==> config.mk <==
export PLATFORM = sky130hd
export DESIGN_NAME = data_wb_bus_if_flat
export DESIGN_NICKNAME = d
export VERILOG_FILES = /design/src/rtl/data_wb_bus_if_if.sv /design/src/rtl/data_wb_bus_if.sv /design/src/flat_wrapper.sv
export SDC_FILE = /design/constraint.sdc
export NUM_CORES = 1
export LEC_CHECK = 0
export BUFFER_PORTS_ARGS = -buffer_cell sky130_fd_sc_hd__buf_2
export CELL_PAD_IN_SITES_DETAIL_PLACEMENT = 1
export CELL_PAD_IN_SITES_GLOBAL_PLACEMENT = 2
export CORE_MARGIN = 4
export CORE_UTILIZATION = 24
export DETAILED_ROUTE_END_ITERATION = 10
export PLACE_DENSITY = 0.88
export SYNTH_ARGS = -nofsm -noshare
export SYNTH_HDL_FRONTEND = slang
export SYNTH_SLANG_ARGS = --single-unit
==> constraint.sdc <==
create_clock -name clk -period 2.4 [get_ports clk]
set_clock_uncertainty 0.2 [all_clocks]
set_input_delay 0.48 -clock clk [delete_from_list [all_inputs] [get_ports clk]]
set_output_delay 0.48 -clock clk [all_outputs]
set_load 0.005 [all_outputs]
==> src/rtl/data_wb_bus_if_if.sv <==
// Wishbone B3 classic bus bundle between the data-side master and its slave.
// dat_w carries store data towards the slave, dat_r carries load data back.
interface data_wb_bus_if_if;
    logic        cyc;
    logic        stb;
    logic        we;
    logic [3:0]  sel;
    logic [31:0] adr;
    logic [31:0] dat_w;
    logic        ack;
    logic [31:0] dat_r;

    modport master (
        output cyc, stb, we, sel, adr, dat_w,
        input  ack, dat_r
    );

    modport slave (
        input  cyc, stb, we, sel, adr, dat_w,
        output ack, dat_r
    );
endinterface

==> src/rtl/data_wb_bus_if.sv <==
// Data-side Wishbone B3 classic master. Turns each MEM-stage access request into
// one Wishbone cycle, stalls the pipeline until the slave acknowledges, returns
// load data, and aborts on pipeline flush or on a bus timeout.
module data_wb_bus_if #(
    parameter int TIMEOUT = 255,   // BUSY cycles without ack before abort, 0 = never
    parameter int CNT_W   = 8      // timeout counter width, 2**CNT_W > TIMEOUT
) (
    input  logic                   clk,
    input  logic                   rst,
    input  logic [5:0]             stall_i,
    input  logic                   flush_i,
    input  logic                   cpu_ce_i,
    input  logic [31:0]            cpu_addr_i,
    input  logic                   cpu_we_i,
    input  logic [3:0]             cpu_sel_i,
    input  logic [31:0]            cpu_data_i,
    output logic [31:0]            cpu_data_o,
    output logic                   stallreq,
    output logic                   bus_err_o,
    data_wb_bus_if_if.master       wb
);

    typedef enum logic [1:0] {
        IDLE,
        BUSY,
        WAIT_STALL
    } state_t;

    state_t            state;
    logic [31:0]       rd_buf;
    logic [CNT_W-1:0]  cnt;
    logic              mem_stall;
    logic              timeout_hit;

    // Only the MEM-stage bit of the stall vector matters to this block.
    logic unused_stall;
    assign unused_stall = ^{stall_i[5], stall_i[3:0]};

    assign mem_stall = stall_i[4];

    // Last permitted BUSY cycle with no acknowledge from the slave.
    assign timeout_hit = (TIMEOUT > 0) && (state == BUSY) && !wb.ack
                         && (cnt == CNT_W'(TIMEOUT - 1));

    // Bus FSM: launches, holds and terminates Wishbone cycles; all bus outputs registered.
    always_ff @(posedge clk) begin
        // NOTE: state and registered outputs use non-blocking assignments so every
        // branch sees the pre-edge values, independent of statement order.
        if (rst) begin
            state     <= IDLE;
            wb.cyc    <= 1'b0;
            wb.stb    <= 1'b0;
            wb.we     <= 1'b0;
            wb.sel    <= 4'b0;
            wb.adr    <= 32'b0;
            wb.dat_w  <= 32'b0;
            // NOTE: rd_buf is a single register, not a memory, so clearing it
            // on reset is cheap and keeps stale load data from leaking out.
            rd_buf    <= 32'b0;
            cnt       <= '0;
            bus_err_o <= 1'b0;
        end else begin
            bus_err_o <= 1'b0;
            if (flush_i) begin
                // Flush wins over everything, including an ack in this cycle.
                wb.cyc <= 1'b0;
                wb.stb <= 1'b0;
                state  <= IDLE;
            end else begin
                unique case (state)
                    IDLE: begin
                        if (cpu_ce_i) begin
                            wb.adr   <= cpu_addr_i;
                            wb.we    <= cpu_we_i;
                            wb.sel   <= cpu_sel_i;
                            wb.dat_w <= cpu_data_i;
                            wb.cyc   <= 1'b1;
                            wb.stb   <= 1'b1;
                            cnt      <= '0;
                            state    <= BUSY;
                        end
                    end
                    BUSY: begin
                        if (wb.ack) begin
                            wb.cyc <= 1'b0;
                            wb.stb <= 1'b0;
                            wb.we  <= 1'b0;
                            rd_buf <= wb.dat_r;
                            state  <= mem_stall ? WAIT_STALL : IDLE;
                        end else if (timeout_hit) begin
                            wb.cyc    <= 1'b0;
                            wb.stb    <= 1'b0;
                            bus_err_o <= 1'b1;
                            state     <= IDLE;
                        end else begin
                            cnt <= cnt + 1'b1;
                        end
                    end
                    WAIT_STALL: begin
                        // Hold the returned word until MEM is allowed to consume it.
                        if (!mem_stall) begin
                            state <= IDLE;
                        end
                    end
                    default: state <= IDLE;
                endcase
            end
        end
    end

    // Stall request and load data returned to the MEM stage in the current cycle.
    always_comb begin
        // NOTE: every output gets a default before the case so no path can infer a latch.
        stallreq   = 1'b0;
        cpu_data_o = 32'b0;
        if (!rst && !flush_i) begin
            unique case (state)
                IDLE: begin
                    stallreq = cpu_ce_i;
                end
                BUSY: begin
                    if (wb.ack) begin
                        cpu_data_o = wb.dat_r;
                    end else begin
                        // The abort cycle releases the pipeline with zero data.
                        stallreq = !timeout_hit;
                    end
                end
                WAIT_STALL: begin
                    cpu_data_o = rd_buf;
                end
                default: begin
                    stallreq   = 1'b0;
                    cpu_data_o = 32'b0;
                end
            endcase
        end
    end

endmodule

==> src/flat_wrapper.sv <==
// flat-port wrapper written by rule: the top's interface ports become plain ports
module data_wb_bus_if_flat 
#(
    parameter int TIMEOUT = 255,                                                     
    parameter int CNT_W   = 8                                                  
)
  (clk, rst, stall_i, flush_i, cpu_ce_i, cpu_addr_i, cpu_we_i, cpu_sel_i, cpu_data_i, cpu_data_o, stallreq, bus_err_o, wb_cyc, wb_stb, wb_we, wb_sel, wb_adr, wb_dat_w, wb_ack, wb_dat_r);
  data_wb_bus_if_if wb_i ();
  input  logic clk;
  input  logic rst;
  input  logic [5:0] stall_i;
  input  logic flush_i;
  input  logic cpu_ce_i;
  input  logic [31:0] cpu_addr_i;
  input  logic cpu_we_i;
  input  logic [3:0] cpu_sel_i;
  input  logic [31:0] cpu_data_i;
  output logic [31:0] cpu_data_o;
  output logic stallreq;
  output logic bus_err_o;
  output wire logic [$bits(wb_i.cyc)-1:0] wb_cyc;
  output wire logic [$bits(wb_i.stb)-1:0] wb_stb;
  output wire logic [$bits(wb_i.we)-1:0] wb_we;
  output wire logic [$bits(wb_i.sel)-1:0] wb_sel;
  output wire logic [$bits(wb_i.adr)-1:0] wb_adr;
  output wire logic [$bits(wb_i.dat_w)-1:0] wb_dat_w;
  input wire logic [$bits(wb_i.ack)-1:0] wb_ack;
  input wire logic [$bits(wb_i.dat_r)-1:0] wb_dat_r;
  assign wb_cyc = wb_i.cyc;
  assign wb_stb = wb_i.stb;
  assign wb_we = wb_i.we;
  assign wb_sel = wb_i.sel;
  assign wb_adr = wb_i.adr;
  assign wb_dat_w = wb_i.dat_w;
  assign wb_i.ack = wb_ack;
  assign wb_i.dat_r = wb_dat_r;
  data_wb_bus_if #(.TIMEOUT(TIMEOUT), .CNT_W(CNT_W)) u_core (.clk(clk), .rst(rst), .stall_i(stall_i), .flush_i(flush_i), .cpu_ce_i(cpu_ce_i), .cpu_addr_i(cpu_addr_i), .cpu_we_i(cpu_we_i), .cpu_sel_i(cpu_sel_i), .cpu_data_i(cpu_data_i), .cpu_data_o(cpu_data_o), .stallreq(stallreq), .bus_err_o(bus_err_o), .wb(wb_i));
endmodule
# Word level (Yosys, flattened, before mapping)
# Cells that the tools add are included.
[classes]
n_addsub = 1
n_eq_ne = 9
mux = 24
n_reduce_logical = 17
bitwise_logic = 2
[ops]
columns = ["cell", "count"]
rows = [
  ["32-bit two-way mux", 2],
  ["32-bit one-hot mux with 2 select lines", 1],
  ["8-bit two-way mux", 3],
  ["8-bit one-hot mux with 2 select lines", 1],
  ["3-bit AND reduction", 4],
  ["2-bit two-way mux", 5],
  ["2-bit inequality test (second input constant)", 5],
  ["8-bit by 1-bit adder with 8-bit output (second input constant)", 1],
  ["8-bit == test (second input constant)", 1],
  ["1-bit two-way mux", 8],
  ["1-bit one-hot mux with 2 select lines", 3],
  ["2-bit one-hot mux with 3 select lines", 1],
  ["5-bit AND reduction", 1],
  ["1-bit zero test", 4],
  ["4-bit AND reduction", 1],
  ["4-bit OR reduction", 1],
  ["1-bit logical AND", 3],
  ["3-bit by 2-bit inequality test with 1-bit output (second input constant)", 1],
  ["2-bit by 1-bit == test with 1-bit output (second input constant)", 1],
  ["2-bit == test (second input constant)", 1],
  ["2-bit zero test", 1],
  ["1-bit inverter", 2],
  ["2-bit nonzero test", 1],
  ["2-bit OR reduction", 1],
]
[word_totals]
inputBits = 112
wordCells = 62
ff_bits = 113
out_inout_bits = 105

# Longest topological paths before layout
[depth]
ltp_word = 7
ltp_mapped = 9
ltp_nobuf = 6

# Least setup slack after synthesis
# Ideal clock, no wire load.
[synth_timing]
kind = "reg2reg"
start = "register u_core.state[1]"
end = "register u_core.cnt[2]"
setup_slack_ps = 183
synth_period_minus_slack_ps = 2217
path_buffers = 2
setup_time_ps = 70
stages_incl_launch_ff = 9
arrival_time_ps = 1947
required_time_ps = 2130
cell_sequence = "dfxtp_1 -> inv_1 -> ha_1 -> and2_4 -> buf_6 -> or3_4 -> buf_6 -> or4_1 -> a21oi_1"
[synth_via]
elab_chain_cells = 5
elab_cells_between_ends = 10
cone_classes = "eq/ne: 4; mux: 1; reduce/logical: 5"
[synth_lines]
columns = ["item", "line", "source"]
rows = [
  ["start, declared", "data_wb_bus_if.sv:29", "state_t state;"],
  ["start signal, assigned", "data_wb_bus_if.sv:89", "state <= mem_stall ? WAIT_STALL : IDLE;"],
  ["2-bit by 1-bit == test with 1-bit output", "data_wb_bus_if.sv:42, data_wb_bus_if.sv:70", ""],
  ["1-bit logical AND", "data_wb_bus_if.sv:42", "assign timeout_hit = (TIMEOUT > 0) && (state == BUSY) && !wb.ack"],
  ["1-bit logical AND", "data_wb_bus_if.sv:43", "&& (cnt == CNT_W'(TIMEOUT - 1));"],
  ["2-bit inequality test (no source line)", "--", ""],
  ["5-bit AND reduction (no source line)", "--", ""],
  ["end signal, assigned", "data_wb_bus_if.sv:96", "cnt <= cnt + 1'b1;"],
  ["end, declared", "data_wb_bus_if.sv:31", "logic [CNT_W-1:0] cnt;"],
]
# Parallel ways exist; a longest one is shown, timed or not.
# A chain may end at the register's enable or synchronous reset.

# Worst setup path in the final report
[layout_timing]
start = "register u_core.state[0]"
end = "output cpu_data_o[5]"
[layout_via]
elab_chain_cells = 3
elab_cells_between_ends = 4
cone_classes = "eq/ne: 2; mux: 2"
[layout_lines]
columns = ["item", "line", "source"]
rows = [
  ["2-bit == test / 2-bit by 1-bit == test with 1-bit output (equally long branches)", "data_wb_bus_if.sv:117", "unique case (state)"],
  ["32-bit one-hot mux with 2 select lines *", "data_wb_bus_if.sv:117", ""],
  ["32-bit two-way mux *", "data_wb_bus_if.sv:116", "if (!rst && !flush_i) begin"],
  ["end, declared", "flat_wrapper.sv:18", "output logic [31:0] cpu_data_o;"],
]
# Every way passes the cells marked *; elsewhere a longest branch is shown, timed or not.

==> results.md <==
- First-pass GRT wire length: roughly 26000 µm
- Die H: 146.5 µm
- Critical path class: reg2out
- Vias per Instance: around 4.6
- I/O pin cnt: approximately 220
- Hold Path Sink: u_core.wb.adr[7]
- Failing checks: setup timing
- N_diodes: 0
- Drt wl/cell: about 16 µm
- Total CTS buffers: 17
- Area of the die: between 0.02 and 0.025 mm²
- Iter 0 DRT Violations: roughly 230
- Reg-to-reg slack, setup: 0.12 ns
- Drt drc: 0
- Core area: 0.01877 mm²
- Worst setup SP type: register
- Worst Path Max Fanout: 16
- Rel. slew slack: 0.5857
- Net Count, Synth: around 730
- Hpwl dp: about 11000 µm
- Final slew viol count: 0
- Initial Util: 0.2452
- Die width: around 150 µm
- R2R Path Start: u_core.state[1]
- Hold depth: 3
- Routed Wire Length: between 15000 and 20000 µm
- Worst Path Arrival: 1.72 ns
- Worst Hold Class: in2reg
- Total negative slack: -0.002756 ns
- Most frequent cells in the layout: 210 x buf_2, 206 x nand2_1, 112 x a21oi_1
- Post-synthesis cell count: about 610
- Worst-margin pin slew: 0.6215 ns
- Reg2reg path depth: 7
- Maxcap violations: 0
- All-layer global routing usage: 0.1512
- Final period util: 1.001
- P_leak: 2.818 nW
- CP max stage cell: dfxtp_2
- H-tree depth: 4
- Unrepaired setup endpoints after global routing: true
- # hold bufs at CTS: 0
- Site Rows: 50
- PnR Total Power: around 0.0049 W
- Syn avg cell area: between 7 and 8 µm²
- Port-buffer cells: about 210
- Routability cong.: 0.7257
- Most common cell after layout, fill and taps aside: buf_2
- Synth-to-Final Area Change: 47.74%
- Clock Sinks: 113
- Final setup margin: -0.002756 ns
- Placed insts: slightly above 1000
- Final net count: just over 900
- Worst vdd ir: about 0.45 mV
- Clock latency on the worst-skew pair: ~0.41 ns
- Post-synth cell types: 31
- RR Endpoint: u_core.cnt[7]
- Worst setup EP type: primary output
- Status: finished with violations
- Global route overflow: 0
- Vias after detailed routing: between 4000 and 5000
- Endpoints failing hold: 0
- Fmax achieved: 416.2 MHz
- Post-route ant nets: 0
- Worst-path cell chain: inv_1 > ha_1 > nand2_4 > buf_12 > nor2_1 > buf_2
- Clock transition at path regs: 0.06 ns
- Root Driver: clkbuf_16
- YS warnings: 0
- Seq/Total Area, Yosys: 0.4916
- Post-Synthesis Cell Area: between 0.004 and 0.005 mm²
- PwrDens: 716.9 mW/mm²
- Yosys reg bits: about 110
- Fraction of layout cells with a size suffix above 1: 0.3701
- CP max stage delay: 0.36 ns
- CTS tree: yes
- Pre-Repair DR Iteration Count: 4
- Worst EP required: approximately 1.7 ns
- CTS max path bufs: 2
- Final min period: 2.403 ns
- Setup Viol. Count Final: 1
- Min-delay src: cpu_addr_i[7]
- Largest net degree at the start of global routing: 54
- Non-filler instance count after layout: between 1000 and 1500
- Antenna violations before repair: 0
- Vias in the first global route: 4909
[through the flow]
stage	setup slack, ns	hold WS, ns	utilization	cell area (µm²)
6_report	-0.002756	0.1065	0.3623	6799
3_5_place_dp	0.1761	0.2451	0.3154	5919
5_1_grt	-0.09455	0.09106	0.3623	6799
2_1_floorplan	0.1835	0.2368	-	4602
4_1_cts	-0.004549	0.08414	0.3497	6563
3_3_place_gp	0.2256	0.2389	0.3154	5919
[area by class of cell]
type,instances,area (µm²)
clock buffers,22,464.2
clock inverters,10,110.1
flip-flops and latches,113,2266
well taps,234,292.8
multi-input cells,443,2278
repair buffers,232,1373
fillers,2350,11970
inverters,4,15.01
[cell usage after synthesis]
| cell | count | area share |
|---|---|---|
| a22oi_1 | 32 | 0.052 |
| clkbuf_1 | 41 | 0.033 |
| nor4_1 | 1 | 0.0014 |
| nand4_1 | 4 | 0.0054 |
| nor2b_1 | 3 | 0.0041 |
| or3_1 | 2 | 0.0027 |
| nor3_1 | 2 | 0.0022 |
| or2_2 | 5 | 0.0068 |
| and2_4 | 1 | 0.0019 |
| inv_1 | 4 | 0.0033 |
| nor2_1 | 36 | 0.029 |
| or2b_1 | 1 | 0.0016 |
| nand4b_1 | 2 | 0.0038 |
| buf_6 | 2 | 0.0049 |
| buf_1 | 4 | 0.0033 |
| buf_4 | 1 | 0.0016 |
| and2_1 | 1 | 0.0014 |
| o21ai_0 | 6 | 0.0065 |
| mux2i_1 | 1 | 0.0022 |
| o21a_1 | 1 | 0.0016 |
| nand2_1 | 207 | 0.17 |
| or4_1 | 5 | 0.0082 |
| or3_4 | 1 | 0.0024 |
| and4bb_2 | 1 | 0.0027 |
| dfxtp_1 | 113 | 0.49 |
| o31ai_1 | 6 | 0.0098 |
| o21bai_1 | 1 | 0.0016 |
| nand2b_1 | 2 | 0.0027 |
| a21oi_1 | 113 | 0.12 |
| nand3_1 | 3 | 0.0033 |
| ha_1 | 6 | 0.016 |
[worst max-delay path by stage]
stage	slack, ns	startpoint	end	cells after the start
after global routing	-0.09	u_core.state[1]	cpu_data_o[29]	7
after floorplan	0.18	u_core.state[1]	u_core.cnt[2]	8
final	-0.003	u_core.state[0]	cpu_data_o[5]	6
after CTS	-0.005	u_core.state[1]	cpu_data_o[6]	7
after global placement	0.23	flush_i	u_core.cnt[7]	5
after detailed placement	0.18	u_core.state[0]	u_core.cnt[7]	6
[critical path, delay by kind of cell, from the launching register on]
family | cells | cell delay [ns]
buffers and inverters | 3 | 0.39
flip-flops | 1 | 0.36
adder cells (fa/ha/maj) | 1 | 0.32
AND/OR/NAND/NOR | 2 | 0.22
[flip-flops by register name, summed over array words and instances (netlist names)]
name              cells
u_core.rd_buf        32
u_core.state          2
u_core.wb.dat_w      32
u_core.wb.we          1
u_core.wb.stb         1
u_core.wb.adr        32
u_core.wb.sel         4
u_core.cnt            8
u_core.bus_err_o      1
[per-layer routing]
layer,global-route usage,up-vias,wire length (µm),part of all wire
met1,0.1797,2325,7388,0.44
met5,0,-,0,0
met4,0.04421,0,206,0.012
li1,-,2442,-,-
met2,0.2626,110,8382,0.50
met3,0.04687,15,820,0.049
[what timing repair did]
item                       CTS  global route
gates resized for setup     13            29
setup endpoints to repair   33            33
setup buffers                1             0
pin swaps                    2             7
cloned                       1             5
[power by group]
part	switching [W]	internal, W
Sequential	0.0000321	0.00194
Clock	0.000883	0.00157
Combinational	0.000248	0.000194
[logic make-up (layout without fill, tap and decap cells)]
logic type,after synthesis,in the layout,synth area share
AOI/OAI and AO/OA,159,159,0.1947
adders and majority gates,6,6,0.01631
buffers and inverters,52,268,0.04649
DFF,113,113,0.4916
muxes,1,1,0.002175
and+or+nand+nor,277,277,0.2488
No activity file was read; power rests on OpenSTA's default activity.
